`src/rtl/seq_det_param.sv`:
```
// seq_det_param: serial sequence detector with a runtime-loadable pattern
// of 1..MAX_LEN bits. It supports overlapping and non-overlapping detection
// and keeps a saturating count of matches.
module seq_det_param #(
    parameter int                 MAX_LEN     = 8,
    parameter int                 LEN_W       = $clog2(MAX_LEN) + 1,
    parameter int                 CNT_W       = 8,
    parameter logic [MAX_LEN-1:0] RST_PATTERN = 8'b0000_1011,
    parameter int                 RST_LEN     = 4,
    parameter bit                 RST_OVERLAP = 1'b1
) (
    input  logic               clk,
    input  logic               rst,
    input  logic               in_valid,
    input  logic               in,
    input  logic               cfg_load,
    input  logic [MAX_LEN-1:0] cfg_pattern,
    input  logic [LEN_W-1:0]   cfg_len,
    input  logic               cfg_overlap,
    input  logic               cnt_clr,
    output logic               out,
    output logic [CNT_W-1:0]   match_cnt,
    output logic               armed
);

    localparam logic [LEN_W-1:0] MAX_LEN_L  = LEN_W'(MAX_LEN);
    localparam int               RST_LEN_CI = (RST_LEN < 1) ? 1 :
                                              (RST_LEN > MAX_LEN) ? MAX_LEN : RST_LEN;
    localparam logic [LEN_W-1:0] RST_LEN_C  = LEN_W'(RST_LEN_CI);
    localparam logic [CNT_W-1:0] CNT_MAX    = '1;

    typedef enum logic [1:0] {
        EMPTY,
        FILLING,
        ARMED
    } fill_state_t;

    logic [MAX_LEN-1:0] hist_q, hist_d;
    logic [LEN_W-1:0]   fill_q, fill_d;
    logic [MAX_LEN-1:0] pat_q, pat_d;
    logic [LEN_W-1:0]   len_q, len_d;
    logic               ovl_q, ovl_d;
    logic               out_q, out_d;
    logic [CNT_W-1:0]   cnt_q, cnt_d;

    logic [MAX_LEN-1:0] hist_acc;
    logic [LEN_W-1:0]   fill_acc;
    logic [MAX_LEN-1:0] len_mask;
    logic               hit;
    logic [LEN_W-1:0]   len_clamped;
    fill_state_t        fill_state;

    // State register: history, fill count, configuration, match pulse and counter
    always_ff @(posedge clk or negedge rst) begin
        if (!rst) begin
            hist_q <= '0;
            fill_q <= '0;
            pat_q  <= RST_PATTERN;
            len_q  <= RST_LEN_C;
            ovl_q  <= RST_OVERLAP;
            out_q  <= 1'b0;
            cnt_q  <= '0;
        end else begin
            hist_q <= hist_d;
            fill_q <= fill_d;
            pat_q  <= pat_d;
            len_q  <= len_d;
            ovl_q  <= ovl_d;
            out_q  <= out_d;
            cnt_q  <= cnt_d;
        end
    end

    // Next state: a config load flushes history; otherwise a valid bit shifts in
    // and is checked against the low len bits of the pattern
    always_comb begin
        hist_d      = hist_q;
        fill_d      = fill_q;
        pat_d       = pat_q;
        len_d       = len_q;
        ovl_d       = ovl_q;
        out_d       = 1'b0;
        cnt_d       = cnt_q;
        len_mask    = '0;

        hist_acc = {hist_q[MAX_LEN-2:0], in};
        fill_acc = (fill_q >= MAX_LEN_L) ? fill_q : fill_q + LEN_W'(1);
        for (int i = 0; i < MAX_LEN; i++) begin
            len_mask[i] = (LEN_W'(i) < len_q);
        end
        hit = (fill_acc >= len_q) && (((hist_acc ^ pat_q) & len_mask) == '0);

        if (cfg_len == '0) begin
            len_clamped = LEN_W'(1);
        end else if (cfg_len > MAX_LEN_L) begin
            len_clamped = MAX_LEN_L;
        end else begin
            len_clamped = cfg_len;
        end

        if (cfg_load) begin
            pat_d  = cfg_pattern;
            len_d  = len_clamped;
            ovl_d  = cfg_overlap;
            hist_d = '0;
            fill_d = '0;
        end else if (in_valid) begin
            hist_d = hist_acc;
            fill_d = (hit && !ovl_q) ? '0 : fill_acc;
            out_d  = hit;
        end

        if (cnt_clr) begin
            cnt_d = '0;
        end else if (out_d && (cnt_q != CNT_MAX)) begin
            cnt_d = cnt_q + CNT_W'(1);
        end
    end

    // Outputs: classify the fill level and drive the registered results
    always_comb begin
        if (fill_q == '0) begin
            fill_state = EMPTY;
        end else if (fill_q < len_q) begin
            fill_state = FILLING;
        end else begin
            fill_state = ARMED;
        end
        armed     = (fill_state == ARMED);
        out       = out_q;
        match_cnt = cnt_q;
    end

endmodule

```
`config.mk`:
```
export PLATFORM = sky130hd
export DESIGN_NAME = seq_det_param
export DESIGN_NICKNAME = d
export VERILOG_FILES = /design/src/rtl/seq_det_param.sv
export SDC_FILE = /design/constraint.sdc
export NUM_CORES = 1
export LEC_CHECK = 0
export BUFFER_PORTS_ARGS = -buffer_cell sky130_fd_sc_hd__buf_2
export CORE_MARGIN = 4
export CORE_UTILIZATION = 42
export DETAILED_ROUTE_END_ITERATION = 8
export PLACE_DENSITY_LB_ADDON = 0.08
export SLEW_MARGIN = 5
export SYNTH_ARGS = -nofsm -noshare
export SYNTH_HDL_FRONTEND = slang
export SYNTH_SLANG_ARGS = --single-unit
```
`constraint.sdc`:
```
create_clock -name clk -period 6.9 [get_ports clk]
set_input_delay 1.38 -clock clk [delete_from_list [all_inputs] [get_ports clk]]
set_output_delay 1.38 -clock clk [all_outputs]
set_load 0.05 [all_outputs]
```
**Yosys cells after proc, flatten, opt, wreduce, memory -nomap -nowiden**

Cells that the tools add are included.
Widths: inputs -> output; s select.

- Output and inout port bits: 10
- Register bits after elaboration: 33
- Word-level logic and storage cells: 48

- Eq/ne operators: 2
- Reduce and logical (&&, ||, !) cells: 9
- Add/subtract/negate cells: 2
- Mux-type cells: 14
- Bitwise operators: 2
- Order comparisons: 12

Operator list:

| cell | count |
|---|---|
| $mux 4 | 6 |
| $lt 3x4->1 const A | 4 |
| $mux 8 | 2 |
| $mux 7 | 2 |
| $add 8x1->8 const B | 1 |
| $and 8x8->8 | 1 |
| $logic_not 4->1 | 2 |
| $logic_not 8->1 | 1 |
| $lt 1x4->1 const A | 2 |
| $lt 2x4->1 const A | 2 |
| $ne 8x8->1 const B | 1 |
| $xor 8x8->8 | 1 |
| $add 4x1->4 const B | 1 |
| $ge 4x4->1 | 1 |
| $ge 4x4->1 const B | 1 |
| $gt 4x4->1 const B | 1 |
| $lt 4x4->1 | 1 |
| $mux 2 | 2 |
| $reduce_bool 2->1 | 2 |
| $logic_and 1x1->1 | 3 |
| $eq 2x2->1 const B | 1 |
| $mux 1 | 2 |
| $logic_not 1->1 | 1 |

**Logic depth before layout (Yosys ltp)**

Gate-level depths: netlist (run 1).

- Depth in word-level cells: 9
- Mapped depth: 11
- Depth with buffers taken out: 10

**Worst setup path after synthesis (run 1)**

Ideal clock, no wire load.

- Path type: register to output
- Start: reg len_q[1]
- End: out armed
- Stages on the path, launching flop included: 8
- Setup slack: 3.674 ns
- Required time: 5.520 ns
- Arrival: 1.846 ns
- Path through: dfrtp_1 -> inv_1 -> ha_1 -> a21boi_0 -> o21ai_0 -> nand2b_1 -> a21oi_1 -> a21oi_1

- Cells in the longest elaborated chain, start to end: 4

Ends and longest elaborated chain:

| element | RTL line | RTL |
|---|---|---|
| start: declaration | 41 | `logic [LEN_W-1:0] len_q, len_d;` |
| start signal: assignment | 67 | `len_q <= len_d;` |
| $lt 4x4->1 | 124 | `end else if (fill_q < len_q) begin` |
| $mux 2 | 124 |  |
| $mux 2 | 122 | `if (fill_q == '0) begin` |
| $eq 2x2->1 | 129 | `armed = (fill_state == ARMED);` |
| end: declaration | 23 | `output logic armed` |

Every way passes these cells.

**Worst setup path after layout (run 1)**

Same ends and word-level chain as after synthesis.

==> flow_metrics.tcl, run 1 <==
set metrics [dict create \
    register_area_um2 832.0 \
    numCtsBuffers 5 \
    rsz0062_at_grt "no" \
    syn_nets 204 \
    worst_path_largest_cell_delay_ns 0.45 \
    yosysWarnings 0 \
    route.vias.total 1409 \
    fp.dieH_um 73.77 \
    areaGrowthSynthToFinish_pct 14.12 \
    relSlewSlack_pct 52.40 \
    wl_per_cell_um 14.98 \
    cts_tree "yes" \
    clock_skew_ns 0.007852 \
    worstPathArrival_ns 1.94 \
    routed_wl_mm 3.804 \
    worst-slew-pin-transition_ns 0.7140 \
    leakage_nw 0.9546 \
    synth_edf_count 0 \
    cts_resized 0 \
    overflow 0 \
    fin_nets 232 \
    io_buffers 28 \
    worstSetupEndpointType "output pin" \
    layout_setup_ws_ns 3.579 \
    hold_viol_final 0 \
    crit_chain "inv_1 -> ha_1 -> a21boi_0 -> o21ai_0 -> nand2b_1 -> a21oi_1 -> a21oi_1 -> buf_2" \
    cts.sinks 33 \
    drive_gt1_share_pct 25.98 \
    cts_hold_buf 0 \
    htreeDepth 2 \
    antenna_found_initial 0 \
    cp.required_ns 5.52 \
    cts-root-buf "clkbuf_8" \
    clock.fmax_mhz 301.1 \
    yosys.cell_types.count 42 \
    viasPerCell 5.547 \
    dp_slack_ns 3.668 \
    slew_violations 0 \
    cts_setup_buffers 0 \
    hp-class "reg -> reg" \
    crit_fanout 6 \
    grt_max_degree 34 \
    setup_violations 0 \
    dr.pass1.iters 4 \
    drc 0 \
    layout_common_cells "28 x dfrtp_1, 28 x buf_2, 15 x nor2_1" \
    cp_common_cell "a21oi_1" \
    syn_area_mm2 0.001817 \
    dp_hpwl_mm 2.774 \
    multi_input_area_um2 912.1 \
    core_area_mm2 0.004086 \
    finalWeightedCongestion 0.8595 \
    n_antenna_cell 0 \
    ys_dominant_reg_cell "dfrtp_1" \
    die_w_um 73.77 \
    syn_inst 175 \
    cp_slowest_cell "dfrtp_1" \
    power_density_mw_per_mm2 199.7 \
    path_clk_slew_ns 0.07 \
    period_needed_ns 3.321 \
    grt_usage_pct 15.10 \
    ys_seq_area_share_pct 45.80 \
    start_util_pct 44.46 \
    cts_buffer_depth 2 \
    setup_tns_ns 0 \
    grt_pass1_vias 1379 \
    top_level_ports 29 \
    irDropWorstVdd_mv 0.1190 \
    clk_latency_ns 0.29 \
    holdWs_ns 0.5417 \
    dieArea_mm2 0.005442 \
    syn_avg_cell_area_um2 10.38 \
    crit_type "reg -> out" \
    worst_setup_path_start_kind "flop" \
    drv_cap 0 \
    drtIter0Drc 93 \
    num_rows 23 \
    num-fill-cells 385 \
    ant_nets 0 \
    grt_pass1_wl_mm 6.389 \
    synth-seq-cells 33 \
    outcome "finished, final reports clean" \
    async_flop_share_pct 100.0 \
    min_period_over_period_pct 48.13 \
]
==> per-layer routing <==
layer / global-route usage, % / vias up / wire (µm)
li1: - / 694 / -
met1: 19.98 / 680 / 1791
met2: 23.62 / 28 / 1777
met3: 4.241 / 7 / 191
met4: 5.231 / 0 / 43
met5: 0 / - / 0
==> report_power, final <==
part | total (mW) | internal (mW) | switching [mW]
clock network | 0.138 | 0.0707 | 0.0678
logic | 0.0601 | 0.0276 | 0.0325
registers | 0.215 | 0.205 | 0.0104
total | 0.414 | 0.303 | 0.111
==> kinds of logic after synthesis <==
group / count (synthesis) / synth area share (%)
fa+ha+maj: 10 / 6.887
compound gates: 37 / 13.57
buf+inv: 19 / 3.994
simple gates: 48 / 14.26
mux: 18 / 10.68
flops: 33 / 45.80
xor+xnor: 10 / 4.821
==> worst max-delay path: cells and delay by family, from the launching register on <==
kind                     cells  cell delay [ns]
buffers and inverters        2             0.41
AO/OA/AOI/OAI                4             0.44
AND/OR/NAND/NOR              1             0.07
flip-flops                   1             0.45
adder cells (fa/ha/maj)      1             0.29
==> through the flow <==
step | area (µm²) | utilization [%] | instances | power, mW
2_1_floorplan | 1817 | - | 175 | 0.2594
6_report | 2073 | 50.73 | 254 | 0.4140
3_5_place_dp | 1992 | 48.74 | 246 | 0.2796
5_1_grt | 2073 | 50.73 | 254 | 0.4349
3_3_place_gp | 1992 | 48.74 | 246 | 0.2780
4_1_cts | 2073 | 50.73 | 254 | 0.4193
==> final cells by class <==
class	instances	share of cell area, %
clock buffers	7	3.681
clock inverters	1	0.2414
inverters	12	2.173
multi-input cells	123	44.00
flip-flops and latches	33	40.13
well taps	50	3.017
repair buffers	28	6.759
==> synthesized netlist by cell type (all sizes together) (2+ instances only) <==
library cell	number	area, µm²
nand2	6	22.52
xor2	3	26.28
mux2i	7	70.07
nand3	5	25.02
xnor2	7	61.31
nand2b	2	12.51
or3	2	12.51
mux2	11	123.9
o22ai	4	25.02
nand4	4	31.28
dfrtp	28	700.7
clkbuf	3	11.26
or4	4	30.03
a21oi	11	55.05
nor2	15	56.30
ha	10	125.1
o21ai	7	35.03
buf	4	16.26
dfstp	5	131.4
a32o	3	30.03
nor3	2	10.01
inv	12	45.04
o31ai	4	30.03
==> state kept, by name, summed over array words and instances, names as in the netlist <==
name / count
match_cnt: 8
hist_q: 7
len_q: 4
out: 1
ovl_q: 1
pat_q: 8
fill_q: 4
==> worst paths after layout <==
| path | startpoint | end | slack (ns) | cells past startpoint |
|---|---|---|---|---|
| worst max-delay path | len_q[1]$_DFFE_PN0P_ | armed | 3.58 | 8 |
| worst min-delay path | pat_q[4]$_DFFE_PN0P_ | pat_q[4]$_DFFE_PN0P_ | 0.54 | 1 |
| worst min register to register | pat_q[4]$_DFFE_PN0P_ | pat_q[4]$_DFFE_PN0P_ | 0.54 | 1 |
| worst max register to register | fill_q[0]$_DFFE_PN0P_ | match_cnt[3]$_DFFE_PN0P_ | 3.89 | 9 |
| min in group asynchronous | rst | len_q[1]$_DFFE_PN0P_ | 1.14 | 1 |
| max in group asynchronous | rst | hist_q[0]$_DFFE_PN0P_ | 5.29 | 1 |
(Power assumes the default switching activity.)
==> run 2: changes to the inputs <==
ABC_AREA = 1   (was default)
clock period = 3.1 ns   (was 6.9 ns; I/O delays follow)
==> run 2 against run 1 <==
  * Worst setup slack worse by 2.9 ns
  * Via count up 14%
  * Register-to-register slack worse by 3.1 ns
  * Final cell count up 31%
  * Global-route usage down 0.97 points
  * Synthesized area up 7.2%
  * Sequential power up 120%
  * Synthesized cell count up 42%
  * Critical endpoint unchanged
==> flow_metrics.tcl, run 2 <==
set metrics [dict create \
    yosys-top-cells-count "65 x nand2_1, 44 x inv_1, 28 x dfrtp_1" \
    synth_edf_count 0 \
    drc 0 \
    worstPathArrival_ns 1.80 \
    htreeDepth 2 \
    cp_slowest_cell "dfrtp_1" \
    dr.pass1.iters 4 \
    viasPerCell 4.817 \
    hold_viol_final 0 \
    slew_violations 0 \
    cts-root-buf "clkbuf_8" \
    setup_violations 0 \
    crit_buf_inv 2 \
    yosysWarnings 0 \
    ant_nets 0 \
    layout_common_cells "65 x nand2_1, 44 x inv_1, 28 x dfrtp_1, 28 x buf_2, 27 x nand3_1" \
    cp.required_ns 2.48 \
    worst-slew-pin-transition_ns 0.7465 \
    dp_hpwl_mm 2.861 \
    route.vias.total 1604 \
    power_density_mw_per_mm2 425.4 \
    leakage_nw 1.227 \
    cts.sinks 33 \
    wl_per_cell_um 11.88 \
    intPower_mw 0.6642 \
    crit_fanout 5 \
    yosys.cell_types.count 29 \
    multi_input_area_um2 922.1 \
    dpl-instance-area_mm2 0.002136 \
    n_antenna_cell 0 \
    async_flop_share_pct 100.0 \
    netSwitchingFraction_pct 29.61 \
    clockPowerShare_pct 33.4 \
    num-fill-cells 448 \
    routed_wl_mm 3.957 \
    dieArea_mm2 0.005789 \
    register_area_um2 832.0 \
    syn_inst 249 \
    overflow 0 \
    outcome "finished, final reports clean" \
    crit_family "compound AO/OA/AOI/OAI gates" \
    irDropWorstVdd_mv 0.1864 \
    clk_latency_ns 0.29 \
    path_depth 6 \
    layout_commonest_cell "nand2_1" \
    fp.dieH_um 76.09 \
    hp-class "in -> async" \
    cts_buffer_depth 2 \
    grt_pass1_wl_mm 6.741 \
    fin_nets 309 \
    syn_area_mm2 0.001947 \
    power.switching_mw 0.2794 \
    p_total_mw 0.9436 \
    period_needed_ns 2.415 \
    finish.utilization_pct 50.26 \
    min_period_over_period_pct 77.92 \
    syn_avg_cell_area_um2 7.819 \
    numCtsBuffers 5 \
    antenna_found_initial 0 \
    sequentialPowerShare_pct 49.6 \
    relSlewSlack_pct 50.23 \
    grt_max_degree 34 \
    crit_chain "inv_1 -> ha_1 -> a21boi_0 -> o211ai_1 -> a32oi_1 -> buf_2" \
    synth-seq-cells 33 \
    final_cell_area_mm2 0.002218 \
    worstSetupEndpointType "output pin" \
    core_area_mm2 0.004414 \
    synth_top_area_cell "dfrtp_1" \
    syn_nets 278 \
    setup_tns_ns 0 \
    yosys.area.top_type_share_pct 35.99 \
    clock_skew_ns 0.002672 \
    synth_most_common_cell "nand2_1" \
    drive_gt1_share_pct 19.22 \
    worst_path_largest_cell_delay_ns 0.39 \
    num_rows 24 \
    ys_dominant_reg_cell "dfrtp_1" \
    worst_setup_path_start_kind "flop" \
    clock.fmax_mhz 414.0 \
    io_buffers 28 \
    start_util_pct 44.10 \
    cts_resized 0 \
    crit_type "reg -> out" \
    die_w_um 76.09 \
    path_clk_slew_ns 0.07 \
    rsz0062_at_grt "no" \
    drtIter0Drc 70 \
    r2r_cells 13 \
    finalWeightedCongestion 0.8047 \
    grt_usage_pct 14.13 \
    p_comb_share_pct 16.9 \
    ys_seq_area_share_pct 42.74 \
    synth.area.top_cells "dfrtp_1 36%, nand2_1 13%, inv_1 8.5%, nand3_1 6.9%, dfstp_2 6.7%" \
    areaGrowthSynthToFinish_pct 13.95 \
    cts_hold_buf 0 \
    grt_pass1_vias 1464 \
    cts_tree "yes" \
    reg2reg_setup_slack_ns 0.83 \
    cts_setup_buffers 0 \
    top_level_ports 29 \
    drv_cap 0 \
]
run 2: changes by cell type after synthesis, moves of 4 or more:
cell     change
nor2_1       -8
mux2_2      -11
nand2_1     +59
o21ai_0      +5
or4_1        -4
o22ai_1      +5
mux2i_1      -7
nor2_2       +4
inv_1       +32
a21oi_1      -7
xor2_1       +4
xnor2_1      -7
nand3_1     +22
run 2: kinds of logic (layout without fill, tap and decap cells):
group                    after synthesis  in the layout  synth area share (%)
AND/OR/NAND/NOR                      115            115                 28.02
buffers and inverters                 51             83                 9.897
AO/OA/AOI/OAI                         33             33                 9.769
flip-flops                            33             33                 42.74
adder cells (fa/ha/maj)               10             10                 6.427
XOR/XNOR                               7              7                 3.149
run 2: path summary, 6_finish.rpt:
path / startpoint / end
min: rst / pat_q[7]$_DFFE_PN0P_
max: len_q[1]$_DFFE_PN0P_ / armed
min reg2reg: pat_q[0]$_DFFE_PN1P_ / pat_q[0]$_DFFE_PN1P_
min in group clk: pat_q[0]$_DFFE_PN1P_ / pat_q[0]$_DFFE_PN1P_
max reg2reg: fill_q[0]$_DFFE_PN0P_ / match_cnt[2]$_DFFE_PN0P_
max in group asynchronous: rst / hist_q[1]$_DFFE_PN0P_
run 2: metal layers:
metal	track usage, %	routed length [µm]
met5	0	0
met4	4.196	40
met3	4.255	202
met2	21.23	1682
met1	19.54	2032
run 2: stage by stage:
step | worst slack (ns) | hold slack, ns | cells
after floorplan | 0.6934 | 0.3244 | 249
final | 0.6846 | 0.3963 | 333
after global placement | 0.8934 | 0.4864 | 325
after global routing | 0.5213 | 0.4648 | 333
after detailed placement | 0.8376 | 0.4952 | 325
after CTS | 0.6584 | 0.4317 | 333
run 2: cell type report:
cell class | count | share of cell area [%]
Clock buffer | 6 | 3.271
Sequential cell | 33 | 37.51
Tap cell | 52 | 2.933
Timing Repair Buffer | 28 | 6.317
Multi-Input combinational cell | 165 | 41.57
Clock inverter | 2 | 0.4512
Inverter | 47 | 7.953
run 2: power by group through the flow:
stage	sequential, mW	combinational [mW]	clock (mW)
after global placement	0.476	0.161	0
after floorplan	0.474	0.115	0
after global routing	0.471	0.185	0.348
after detailed placement	0.476	0.161	0
final	0.468	0.160	0.316
after CTS	0.468	0.162	0.330
==> run 3: changes to the inputs <==
clock period = 2.28 ns   (was 3.1 ns; I/O delays follow)
==> run 3 against run 2 <==
  * Clock skew up 0.0046 ns
  * Final cell count up 1.2%
  * Worst setup slack worse by 0.63 ns
  * Clock power up 71%
  * Register-to-register slack worse by 0.66 ns
  * Routed wire length up 6.5%
  * Non-clock buffer count up 5
  * Largest cell class unchanged
  * Largest power group unchanged
==> flow_metrics.tcl, run 3 (synthesized netlist as in run 2, its figures left out) <==
set metrics [dict create \
    outcome "finished, final reports clean" \
    crit_type "reg -> out" \
    layout_common_cells "64 x nand2_1, 41 x inv_1, 28 x dfrtp_1" \
    multi_input_area_um2 984.7 \
    drtIter0Drc 82 \
    hold_viol_final 0 \
    slew_violations 0 \
    routed_wl_mm 4.216 \
    grt_max_degree 34 \
    cp.required_ns 1.82 \
    register_area_um2 832.0 \
    worstPathArrival_ns 1.76 \
    hp-class "in -> async" \
    dr.pass1.iters 4 \
    start_util_pct 44.10 \
    drv_cap 0 \
    core_area_mm2 0.004414 \
    grt_pass1_vias 1556 \
    clock_skew_ns 0.007258 \
    worst-slew-pin-transition_ns 0.7695 \
    irDropWorstVdd_mv 0.3312 \
    viasPerCell 4.881 \
    layout_setup_ws_ns 0.05905 \
    crit_fanout 3 \
    cts_hold_buf 0 \
    worst_setup_path_start_kind "flop" \
    top_level_ports 29 \
    finish.utilization_pct 53.15 \
    areaGrowthSynthToFinish_pct 20.50 \
    drc 0 \
    cts-root-buf "clkbuf_8" \
    min_period_over_period_pct 97.41 \
    ant_nets 0 \
    num_rows 24 \
    die_w_um 76.09 \
    path_clk_slew_ns 0.07 \
    power_density_mw_per_mm2 609.8 \
    fin_nets 314 \
    setup_violations 0 \
    dieArea_mm2 0.005789 \
    numCtsBuffers 5 \
    relSlewSlack_pct 48.70 \
    dp_slack_ns 0.08400 \
    finalWeightedCongestion 0.8454 \
    route.vias.total 1645 \
    clk_latency_ns 0.29 \
    period_needed_ns 2.221 \
    cts_tree "yes" \
    io_buffers 28 \
    n_antenna_cell 0 \
    wl_per_cell_um 12.51 \
    reg2reg_setup_slack_ns 0.17 \
    leakage_nw 1.268 \
    grt_pass1_wl_mm 7.224 \
    rsz0062_at_grt "yes" \
    fp.dieH_um 76.09 \
    clock.fmax_mhz 450.3 \
    cts_buffer_depth 2 \
    grt_usage_pct 15.34 \
    layout_commonest_cell "nand2_1" \
    antenna_found_initial 0 \
    drive_gt1_share_pct 25.26 \
    cts.sinks 33 \
    htreeDepth 2 \
    overflow 0 \
    num-fill-cells 441 \
    p_total_mw 1.431 \
    dp_hpwl_mm 2.923 \
    worstSetupEndpointType "output pin" \
]
==> run 3: worst max-delay path: stages (launching register included) <==
cell and delay [ns]:
dfrtp_1 0.41, buf_4 0.15, ha_1 0.26, a21boi_1 0.14, o211ai_1 0.10, a32oi_1 0.18, buf_4 0.23
==> run 3: path summary, 6_finish.rpt <==
| path | from | to | cells past startpoint |
|---|---|---|---|
| worst min register to register | pat_q[0]$_DFFE_PN1P_ | pat_q[0]$_DFFE_PN1P_ | 2 |
| worst max register to register | fill_q[1]$_DFFE_PN0P_ | match_cnt[1]$_DFFE_PN0P_ | 13 |
| worst max-delay path | fill_q[1]$_DFFE_PN0P_ | armed | 6 |
| max in group asynchronous | rst | hist_q[4]$_DFFE_PN0P_ | 1 |
| min in group clk | cfg_pattern[6] | pat_q[6]$_DFFE_PN0P_ | 3 |
| worst min-delay path | rst | pat_q[6]$_DFFE_PN0P_ | 1 |
==> run 3: metal layers <==
metal	track usage [%]	vias up	wire length [µm]	part of all wire, %
met2	21.66	42	1822	43
met1	21.64	720	2069	49
met3	4.019	12	218	5.2
met5	0	-	0	0
met4	7.343	0	106	2.5
li1	-	871	-	-
==> run 3: through the flow <==
step | std cells | hold slack (ns) | TNS (ns) | instance area (µm²)
global route | 337 | 0.2938 | -0.02127 | 2346
CTS | 334 | 0.2599 | 0 | 2257
finish | 337 | 0.2295 | 0 | 2346
global placement | 327 | 0.4852 | 0 | 2151
floorplan | 249 | 0.1604 | 0 | 1947
detailed placement | 327 | 0.4882 | 0 | 2151
==> run 3: repair_timing <==
action / in CTS / in global routing
pin swaps: 0 / 8
buffers inserted: 0 / 3
endpoints found under the setup margin: 1 / 13
gates resized for setup: 1 / 17
==> run 3: power breakdown <==
group          leakage [nW]  switching [mW]  internal (mW)
Combinational         0.787           0.158         0.0946
Sequential            0.427          0.0195          0.617
Clock                0.0540           0.224          0.318
Total                  1.27           0.401           1.03
==> run 3: layout make-up <==
type	count	area share [%]
sequential	33	35.47
tap	52	2.773
timing repair buffer	33	7.840
clock inverter	2	1.493
multi-input combinational	165	41.97
clock buffer	5	2.933
inverter	47	7.520
